===== config.mk =====
export PLATFORM = sky130hd
export DESIGN_NAME = column_pingpong_buffer_flat
export DESIGN_NICKNAME = d
export VERILOG_FILES = /design/src/rtl/column_pingpong_buffer_pkg.sv /design/src/rtl/display_pkg.sv /design/src/rtl/column_pingpong_buffer_if.sv /design/src/rtl/column_bank_ram.sv /design/src/rtl/column_pingpong_buffer.sv /design/src/flat_wrapper.sv
export SDC_FILE = /design/constraint.sdc
export NUM_CORES = 1
export LEC_CHECK = 0
export CAP_MARGIN = 40
export CORE_ASPECT_RATIO = 1.1
export CORE_UTILIZATION = 62
export CTS_BUF_LIST = sky130_fd_sc_hd__clkbuf_16
export DETAILED_ROUTE_END_ITERATION = 12
export MAX_ROUTING_LAYER = met4
export PLACE_DENSITY = 0.84
export SLEW_MARGIN = 20
export SYNTH_ARGS = -nofsm -noshare
export SYNTH_HDL_FRONTEND = slang
export SYNTH_SLANG_ARGS = --single-unit

===== constraint.sdc =====
create_clock -name clk_in -period 2.9 [get_ports clk_in]
set_input_delay 0.58 -clock clk_in [delete_from_list [all_inputs] [get_ports clk_in]]
set_output_delay 0.58 -clock clk_in [all_outputs]
set_load 0.02 [all_outputs]

===== src/rtl/column_pingpong_buffer_pkg.sv =====
// Types local to the column ping-pong buffer.
package column_pingpong_buffer_pkg;

  localparam int UNDERRUN_W_DEFAULT = 16;

  typedef enum logic [0:0] {
    ST_FILLING = 1'b0,
    ST_FULL    = 1'b1
  } wr_state_e;

endpackage


===== src/rtl/display_pkg.sv =====
// Display geometry shared by frame_manager, column_pingpong_buffer and hub75_output.
package display_pkg;

  localparam int NUM_ROWS  = 64;
  localparam int SCAN_RATE = 32;
  localparam int RGB_RES   = 9;

  typedef logic [RGB_RES-1:0] pixel_t;

endpackage


===== src/rtl/column_pingpong_buffer_if.sv =====
// Write stream, swap handshake and scan-read bundle of the column ping-pong buffer.
interface column_pingpong_buffer_if
  import column_pingpong_buffer_pkg::*;
#(
  parameter int RGB_RES    = display_pkg::RGB_RES,
  parameter int SCAN_RATE  = display_pkg::SCAN_RATE,
  parameter int UNDERRUN_W = UNDERRUN_W_DEFAULT
);

  logic                         wr_valid;
  logic                         wr_ready;
  logic                         wr_first;
  logic [RGB_RES-1:0]           wr_data;
  logic                         swap_req;
  logic                         swap_ack;
  logic                         swap_stale;
  logic [$clog2(SCAN_RATE)-1:0] rd_addr;
  logic [RGB_RES-1:0]           rd_data0;
  logic [RGB_RES-1:0]           rd_data1;
  logic [UNDERRUN_W-1:0]        underrun_count;

  modport master (
    output wr_valid, wr_first, wr_data, swap_req, rd_addr,
    input  wr_ready, swap_ack, swap_stale, rd_data0, rd_data1, underrun_count
  );

  modport slave (
    input  wr_valid, wr_first, wr_data, swap_req, rd_addr,
    output wr_ready, swap_ack, swap_stale, rd_data0, rd_data1, underrun_count
  );

endinterface


===== src/rtl/column_bank_ram.sv =====
// Two-bank column RAM: one write port, two registered read ports, no reset so it maps to distributed RAM.
module column_bank_ram #(
  parameter int DEPTH = 64,
  parameter int WIDTH = 9
) (
  input  logic                     clk_in,
  input  logic                     wr_en_i,
  input  logic                     wr_bank_i,
  input  logic [$clog2(DEPTH)-1:0] wr_row_i,
  input  logic [WIDTH-1:0]         wr_data_i,
  input  logic                     rd_bank_i,
  input  logic [$clog2(DEPTH)-1:0] rd_row0_i,
  input  logic [$clog2(DEPTH)-1:0] rd_row1_i,
  output logic [WIDTH-1:0]         rd_data0_o,
  output logic [WIDTH-1:0]         rd_data1_o
);

  logic [WIDTH-1:0] mem_q [2][DEPTH];
  logic [WIDTH-1:0] rd_data0_q;
  logic [WIDTH-1:0] rd_data1_q;

  always_ff @(posedge clk_in) begin
    if (wr_en_i) begin
      mem_q[wr_bank_i][wr_row_i] <= wr_data_i;
    end
    rd_data0_q <= mem_q[rd_bank_i][rd_row0_i];
    rd_data1_q <= mem_q[rd_bank_i][rd_row1_i];
  end

  assign rd_data0_o = rd_data0_q;
  assign rd_data1_o = rd_data1_q;

endmodule


===== src/rtl/column_pingpong_buffer.sv =====
// Double-buffered column store: frame_manager fills one bank while hub75_output scans the other.
//
// state      | meaning
// ST_FILLING | write bank accepting beats, wr_ready=1
// ST_FULL    | write bank holds a complete column, waiting for a swap request
module column_pingpong_buffer
  import column_pingpong_buffer_pkg::*;
#(
  parameter int NUM_ROWS   = display_pkg::NUM_ROWS,
  parameter int SCAN_RATE  = display_pkg::SCAN_RATE,
  parameter int RGB_RES    = display_pkg::RGB_RES,
  parameter int UNDERRUN_W = UNDERRUN_W_DEFAULT
) (
  input logic                    clk_in,
  input logic                    rst_in,
  column_pingpong_buffer_if.slave bus
);

  localparam int ROW_W = $clog2(NUM_ROWS);

  if (NUM_ROWS != 2 * SCAN_RATE) begin : g_bad_geometry
    $error("column_pingpong_buffer: NUM_ROWS must equal 2*SCAN_RATE");
  end

  wr_state_e             state_q, state_d;
  logic [ROW_W-1:0]      wr_ptr_q, wr_ptr_d;
  logic [ROW_W-1:0]      wr_row;
  logic                  rd_bank_q, rd_bank_d;
  logic                  rd_bank_valid_q, rd_bank_valid_d;
  logic                  rd_mask_q;
  logic                  swap_ack_q, swap_ack_d;
  logic                  swap_stale_q, swap_stale_d;
  logic [UNDERRUN_W-1:0] underrun_q, underrun_d;
  logic                  wr_ready;
  logic                  wr_fire;
  logic [RGB_RES-1:0]    ram_rd0;
  logic [RGB_RES-1:0]    ram_rd1;

  assign wr_ready = rst_in && (state_q == ST_FILLING);
  assign wr_fire  = bus.wr_valid && wr_ready;

  always_ff @(posedge clk_in) begin
    if (!rst_in) begin
      state_q         <= ST_FILLING;
      wr_ptr_q        <= '0;
      rd_bank_q       <= 1'b0;
      rd_bank_valid_q <= 1'b0;
      rd_mask_q       <= 1'b0;
      swap_ack_q      <= 1'b0;
      swap_stale_q    <= 1'b0;
      underrun_q      <= '0;
    end else begin
      state_q         <= state_d;
      wr_ptr_q        <= wr_ptr_d;
      rd_bank_q       <= rd_bank_d;
      rd_bank_valid_q <= rd_bank_valid_d;
      rd_mask_q       <= rd_bank_valid_q;
      swap_ack_q      <= swap_ack_d;
      swap_stale_q    <= swap_stale_d;
      underrun_q      <= underrun_d;
    end
  end

  always_comb begin
    state_d         = state_q;
    wr_ptr_d        = wr_ptr_q;
    rd_bank_d       = rd_bank_q;
    rd_bank_valid_d = rd_bank_valid_q;
    swap_ack_d      = 1'b0;
    swap_stale_d    = 1'b0;
    underrun_d      = underrun_q;
    wr_row          = bus.wr_first ? '0 : wr_ptr_q;

    case (state_q)
      ST_FILLING: begin
        if (wr_fire) begin
          wr_ptr_d = wr_row + 1'b1;
          if (wr_row == ROW_W'(NUM_ROWS - 1)) begin
            state_d  = ST_FULL;
            wr_ptr_d = '0;
          end
        end
      end
      default: ;
    endcase

    // Swap decision uses the state at the start of the cycle, so a final beat
    // arriving together with the request still counts as an underrun.
    if (bus.swap_req) begin
      swap_ack_d = 1'b1;
      if (state_q == ST_FULL) begin
        state_d         = ST_FILLING;
        wr_ptr_d        = '0;
        rd_bank_d       = ~rd_bank_q;
        rd_bank_valid_d = 1'b1;
      end else begin
        swap_stale_d = 1'b1;
        if (underrun_q != '1) begin
          underrun_d = underrun_q + 1'b1;
        end
      end
    end
  end

  column_bank_ram #(
    .DEPTH(NUM_ROWS),
    .WIDTH(RGB_RES)
  ) u_ram (
    .clk_in     (clk_in),
    .wr_en_i    (wr_fire),
    .wr_bank_i  (~rd_bank_q),
    .wr_row_i   (wr_row),
    .wr_data_i  (bus.wr_data),
    .rd_bank_i  (rd_bank_q),
    .rd_row0_i  (ROW_W'(bus.rd_addr)),
    .rd_row1_i  (ROW_W'(bus.rd_addr) + ROW_W'(SCAN_RATE)),
    .rd_data0_o (ram_rd0),
    .rd_data1_o (ram_rd1)
  );

  assign bus.wr_ready       = wr_ready;
  assign bus.swap_ack       = swap_ack_q;
  assign bus.swap_stale     = swap_stale_q;
  assign bus.underrun_count = underrun_q;
  assign bus.rd_data0       = rd_mask_q ? ram_rd0 : '0;
  assign bus.rd_data1       = rd_mask_q ? ram_rd1 : '0;

endmodule

===== src/flat_wrapper.sv =====
// flat-port wrapper written by rule: the top's interface ports become plain ports
module column_pingpong_buffer_flat import column_pingpong_buffer_pkg::*;
#(
  parameter int NUM_ROWS   = display_pkg::NUM_ROWS,
  parameter int SCAN_RATE  = display_pkg::SCAN_RATE,
  parameter int RGB_RES    = display_pkg::RGB_RES,
  parameter int UNDERRUN_W = UNDERRUN_W_DEFAULT
)
  (clk_in, rst_in, bus_wr_valid, bus_wr_first, bus_wr_data, bus_swap_req, bus_rd_addr, bus_wr_ready, bus_swap_ack, bus_swap_stale, bus_rd_data0, bus_rd_data1, bus_underrun_count);
  column_pingpong_buffer_if #(.RGB_RES(RGB_RES), .SCAN_RATE(SCAN_RATE), .UNDERRUN_W(UNDERRUN_W)) bus_i ();
  input logic clk_in;
  input logic rst_in;
  input wire logic [$bits(bus_i.wr_valid)-1:0] bus_wr_valid;
  input wire logic [$bits(bus_i.wr_first)-1:0] bus_wr_first;
  input wire logic [$bits(bus_i.wr_data)-1:0] bus_wr_data;
  input wire logic [$bits(bus_i.swap_req)-1:0] bus_swap_req;
  input wire logic [$bits(bus_i.rd_addr)-1:0] bus_rd_addr;
  output wire logic [$bits(bus_i.wr_ready)-1:0] bus_wr_ready;
  output wire logic [$bits(bus_i.swap_ack)-1:0] bus_swap_ack;
  output wire logic [$bits(bus_i.swap_stale)-1:0] bus_swap_stale;
  output wire logic [$bits(bus_i.rd_data0)-1:0] bus_rd_data0;
  output wire logic [$bits(bus_i.rd_data1)-1:0] bus_rd_data1;
  output wire logic [$bits(bus_i.underrun_count)-1:0] bus_underrun_count;
  assign bus_i.wr_valid = bus_wr_valid;
  assign bus_i.wr_first = bus_wr_first;
  assign bus_i.wr_data = bus_wr_data;
  assign bus_i.swap_req = bus_swap_req;
  assign bus_i.rd_addr = bus_rd_addr;
  assign bus_wr_ready = bus_i.wr_ready;
  assign bus_swap_ack = bus_i.swap_ack;
  assign bus_swap_stale = bus_i.swap_stale;
  assign bus_rd_data0 = bus_i.rd_data0;
  assign bus_rd_data1 = bus_i.rd_data1;
  assign bus_underrun_count = bus_i.underrun_count;
  column_pingpong_buffer #(.NUM_ROWS(NUM_ROWS), .SCAN_RATE(SCAN_RATE), .RGB_RES(RGB_RES), .UNDERRUN_W(UNDERRUN_W)) u_core (.clk_in(clk_in), .rst_in(rst_in), .bus(bus_i));
endmodule

# --- Yosys cells after proc, flatten, opt, wreduce, memory -nomap -nowiden ---
# Memories as Yosys holds them, arrays and structs flattened. A register that Yosys moved wholly into a read port is not among the register bits.
# Index checks and enable logic that the tools add are counted.
classes:
  n_addsub: 3
  n_lt_le_gt_ge: 4
  n_eq_ne: 2
  muxes: 27
  bitwise_logic: 5
  n_reduce_logical: 6
ops:
  columns: ["operator", "n"]
  rows:
  - ["2-to-1 mux 576 bit", 1]
  - ["binary-select mux 9 bit (select 6 bit)", 2]
  - ["2-to-1 mux 9 bit", 7]
  - ["demux 9 bit (select 6 bit)", 1]
  - ["2-to-1 mux 6 bit", 6]
  - [">= comparator 7 bit (second input constant)", 3]
  - ["adder 16 x 1 -> 16 bit (second input constant)", 1]
  - ["!= test 16 bit (second input constant)", 1]
  - ["NOT 6 -> 7 bit", 2]
  - ["2-to-1 mux 1 bit", 10]
  - ["less-than comparator 7 x 1 -> 1 bit (second input constant)", 1]
  - ["NOT 5 -> 7 bit", 1]
  - ["adder 5 x 6 -> 6 bit (second input constant)", 1]
  - ["adder 6 x 1 -> 6 bit (second input constant)", 1]
  - ["== test 6 bit (second input constant)", 1]
  - ["AND reduction 2 bit", 2]
  - ["logical AND 1 bit", 3]
  - ["AND reduction 3 bit", 1]
  - ["NOT 1 bit", 2]
word_totals:
  reg_bits: 46
  ram_bits: 1152
  input_bits: 19
  out_inout_bits: 37
  word_cells: 58
  n_memories: 1
mem_list:
  columns: ["name", "depth", "width", "rd", "rd_clocked_by_memory_dff", "write_ports", "line", "text"]
  rows:
  - ["u_core.u_ram.mem_q", 2, 576, 1, 1, 1, "column_bank_ram.sv:18", "logic [WIDTH-1:0] mem_q [2][DEPTH];"]

# --- Logic depth before layout (Yosys ltp) ---
logic_depth:
  ltp_word: 7
  depth_mapped: 9

# --- Hierarchy ---
# Synthesis repeated with hierarchy kept, for this count alone.
hier_totals:
  cells_unflattened: 3037
  area_unflattened_um2: 55305.5
modules_own_cells:
  columns: ["mod", "instances", "cells_each", "area_each_um2", "seq_area_each_um2"]
  rows:
  - ["column_bank_ram", 1, 2850, 53759.1, 34953.5]
  - ["column_pingpong_buffer", 1, 187, 1546.5, 560.5]

# --- Worst setup path before layout ---
# OpenSTA, ideal clock, no wires.
synth_path:
  path_kind: "input -> register"
  from: "in rst_in"
  to: "mem u_core.u_ram.mem_q[0][360] (netlist name), enable pin"
  setup_time_ns: 0.387
  t_arrival_ns: 2.294
  path_slack_ns: 0.220
  cell_stages: 5
  n_path_buf: 2
  cell_sequence: "nor2b_1 -> nand2_1 -> clkbuf_1 -> clkbuf_1 -> nor3_1"
synth_via:
  elab_chain_cells: 4
synth_rtl:
  columns: ["item", "line", "text"]
  rows:
  - ["start, declared", "flat_wrapper.sv:12", "input logic rst_in;"]
  - ["logical AND 1 bit", "column_pingpong_buffer.sv:39", "assign wr_ready = rst_in && (state_q == ST_FILLING);"]
  - ["logical AND 1 bit", "column_pingpong_buffer.sv:40", "assign wr_fire = bus.wr_valid && wr_ready;"]
  - ["2-to-1 mux 1 bit", "column_bank_ram.sv:23", "if (wr_en_i) begin"]
  - ["2-to-1 mux 576 bit (implied by the code)", "column_bank_ram.sv:24", "mem_q[wr_bank_i][wr_row_i] <= wr_data_i;"]
  - ["end, declared", "column_bank_ram.sv:18", null]
# No other way between the ends.

==> impl_metrics.json <==
{
  "slew_violations": 0,
  "totalWireLength_mm": 127,
  "relSlewSlack_pct": 35.8,
  "start_util_pct": 63.1,
  "use_met1_pct": 42.2,
  "synthesis.nets": 2300,
  "cts_sinks": 1199,
  "final.setup.tns_ns": 0,
  "maxCapViolCount": 0,
  "die_h_um": 289,
  "hp-start": "bus_wr_data[1]",
  "dr.pass1.iters": 10,
  "row_count": 104,
  "core_area_um2": 73700,
  "detail-route-antenna-nets": 0,
  "ys_async_sr_fraction_pct": 0,
  "synth_top_area_cell": "edfxtp_1",
  "utilization_pct": 72.8,
  "clkTransAtPathRegs_ns": 0.07,
  "ys.flop_type": "edfxtp_1",
  "io_pins": 56,
  "min_period_over_period_pct": 95.5,
  "ir_drop_mv": 0.520,
  "rsz0062_at_grt": "false",
  "clock_latency_ns": 0.69,
  "worst-setup-path-type": "register to register",
  "power_density_nw_per_um2": 641,
  "clock_path_buffers": 3,
  "ctsHoldBuffers": 0,
  "cp.required_ns": 3.48,
  "drc_errors": 0,
  "vias_per_cell": 7.17,
  "dieWidth_um": 263,
  "crit_fanout": 43,
  "synth_commonest_cells": "edfxtp_1, mux4_2, nor2_1",
  "post-cts-setup-buffers": 0,
  "use_met3_pct": 8.07,
  "grt_start_max_net_pins": 129,
  "grt_pass1_vias": 26200,
  "htreeDepth": 3,
  "synth_cells": 2279,
  "p_leak_nw": 17.5,
  "numCtsBuffers": 109,
  "portBuffers": 55,
  "cts_tree": "done",
  "startpoint_type": "register",
  "timing.fmax_ghz": 0.361,
  "critPathCaptureType": "register",
  "grtUsageMet2_pct": 54.4,
  "final_nets": 2650,
  "yosysUniqueCellTypes": 62,
  "synth_edf_count": 1152,
  "globalplace.congestion": 0.936,
  "antenna_found_initial": 11,
  "stdcell_count": 3685,
  "total_power_mw": 34.4,
  "ys_seq_area_share_pct": 76.5,
  "worstMarginPinSlew_ns": 0.957,
  "yosys_warnings": 0,
  "busiest_layer": "met2",
  "die_area_um2": 76100,
  "wl_per_cell_um": 34.5,
  "cts_root_buffer": "clkbuf_16",
  "ys_ff_latch": 1199,
  "grt_pass1_wl_mm": 181,
  "min_path_type": "primary input to register",
  "ctsResizeCount": 0,
  "drt_iter0_drc": 4326,
  "grt_usage_pct": 34.7,
  "area_growth_pct": 15.4,
  "hpwl_mm": 77.1,
  "synth_top_area_share_pct": 74.4,
  "synth_area_leaders": "edfxtp_1, mux4_2, dfxtp_1",
  "grt_overflow": 0,
  "syn_avg_cell_area_um2": 20.4,
  "synth.most_common_cell": "edfxtp_1",
  "hold_viol_final": 0,
  "arrival_ns": 3.35,
  "dr_total_vias": 26400,
  "syn_area_um2": 46500,
  "place_inst": 3471,
  "drive_gt1_share_pct": 27.2,
  "skew_ns": 0.0397,
  "dpl_cell_area_um2": 50100,
  "setup_viol": 0,
  "status": "finished clean",
  "post-route-min-period_ns": 2.77,
  "fin_area_um2": 53600
}
## worst max-delay path: stages, from the launching register on
cell	delay, ns
dfxtp_4	0.56
buf_12	0.33
buf_4	0.32
mux4_2	0.64
o22ai_1	0.33
a21oi_1	0.18
and3_1	0.23
## sequential cells by signal, indices dropped and copies added (netlist names), named ones only
register,count
u_core.state_q,1
u_core.u_ram.rd_data0_o,9
u_core.rd_bank_q,1
u_core.wr_ptr_q,6
u_core.rd_mask_q,1
u_core.bus.swap_stale,1
u_core.u_ram.mem_q,1152
u_core.bus.underrun_count,16
u_core.bus.swap_ack,1
u_core.rd_bank_valid_q,1
u_core.u_ram.rd_data1_o,9
## final timing paths
| check | to | slack [ns] | depth (start not counted) |
|---|---|---|---|
| worst max-delay path | u_core.u_ram.rd_data1_o[8]$_DFF_P_ | 0.13 | 6 |
| worst min-delay path | u_core.u_ram.mem_q[1][163]$_DFFE_PP_ | 0.34 | 1 |
| worst max register to register | u_core.u_ram.rd_data1_o[8]$_DFF_P_ | 0.13 | 6 |
| worst min register to register | u_core.wr_ptr_q[1]$_SDFF_PN0_ | 0.50 | 2 |
## placed cells by master (no fill, tap or decap), drive strengths merged, types with 4 or more instances in the layout
cell type | Yosys | layout
and2 | 39 | 39
nand3 | 23 | 23
nor2b | 18 | 18
nand4 | 6 | 6
inv | 1 | 31
clkinv | 0 | 49
xor2 | 11 | 11
nor3 | 24 | 24
mux2i | 94 | 94
edfxtp | 1152 | 1152
nor4b | 6 | 6
a22oi | 38 | 38
a211oi | 48 | 48
o22ai | 79 | 79
and4 | 10 | 10
clkdlybuf4s50 | 0 | 44
clkbuf | 39 | 111
and3 | 8 | 8
nand2 | 57 | 57
or3b | 5 | 5
nand4b | 4 | 4
nor2 | 142 | 142
a21oi | 19 | 19
or3 | 7 | 7
a22o | 7 | 7
o221ai | 11 | 11
buf | 87 | 321
nor3b | 7 | 7
o21bai | 5 | 5
diode | 0 | 12
o21ai | 4 | 4
mux4 | 243 | 243
dfxtp | 47 | 47
bufinv | 0 | 9
nand2b | 7 | 7
## metal layers
metal	vias to the layer above	part of all wire, %
met1	13300	33
met5	-	0
li1	10100	-
met2	2475	48
met3	528	12
met4	0	6.8
## cell type report
class	instances	area [um^2]
clock inverters	90	661
multi-input cells	953	10100
diodes	12	30.0
flip-flops and latches	1199	35500
inverters	1	3.75
repair buffers	365	3270
fillers	3814	20000
clock buffers	111	2780
well taps	954	1190
## stage by stage
stage,setup WS (ns),hold WS [ns]
after CTS,0.0964,0.321
after floorplan,0.220,0.431
after detailed placement,0.0109,0.453
after global placement,0.0146,0.440
final,0.130,0.337
after global routing,0.0936,0.340
## cells by family (layout without fill, tap and decap cells)
family                     Yosys count  in the layout  share of synthesized area, %
adders and majority gates            2              2                        0.0538
other                                0             12                             0
DFF                               1199           1199                          76.5
muxes                              338            338                          13.8
xor gates and xnor gates            13             13                         0.245
AOI/OAI and AO/OA                  227            227                          3.44
and+or+nand+nor                    373            373                          4.25
buffers and inverters              127            567                          1.72
## power breakdown
| part | internal, mW | leakage (nW) | total (mW) | switching, mW |
|---|---|---|---|---|
| Combinational | 0.437 | 4.92 | 1.34 | 0.902 |
| Sequential | 19.0 | 10.7 | 19.0 | 0.0387 |
| Clock | 7.73 | 1.80 | 14.0 | 6.25 |
| Total | 27.2 | 17.5 | 34.4 | 7.19 |
Note: power is estimated with default switching activity, not from simulation.
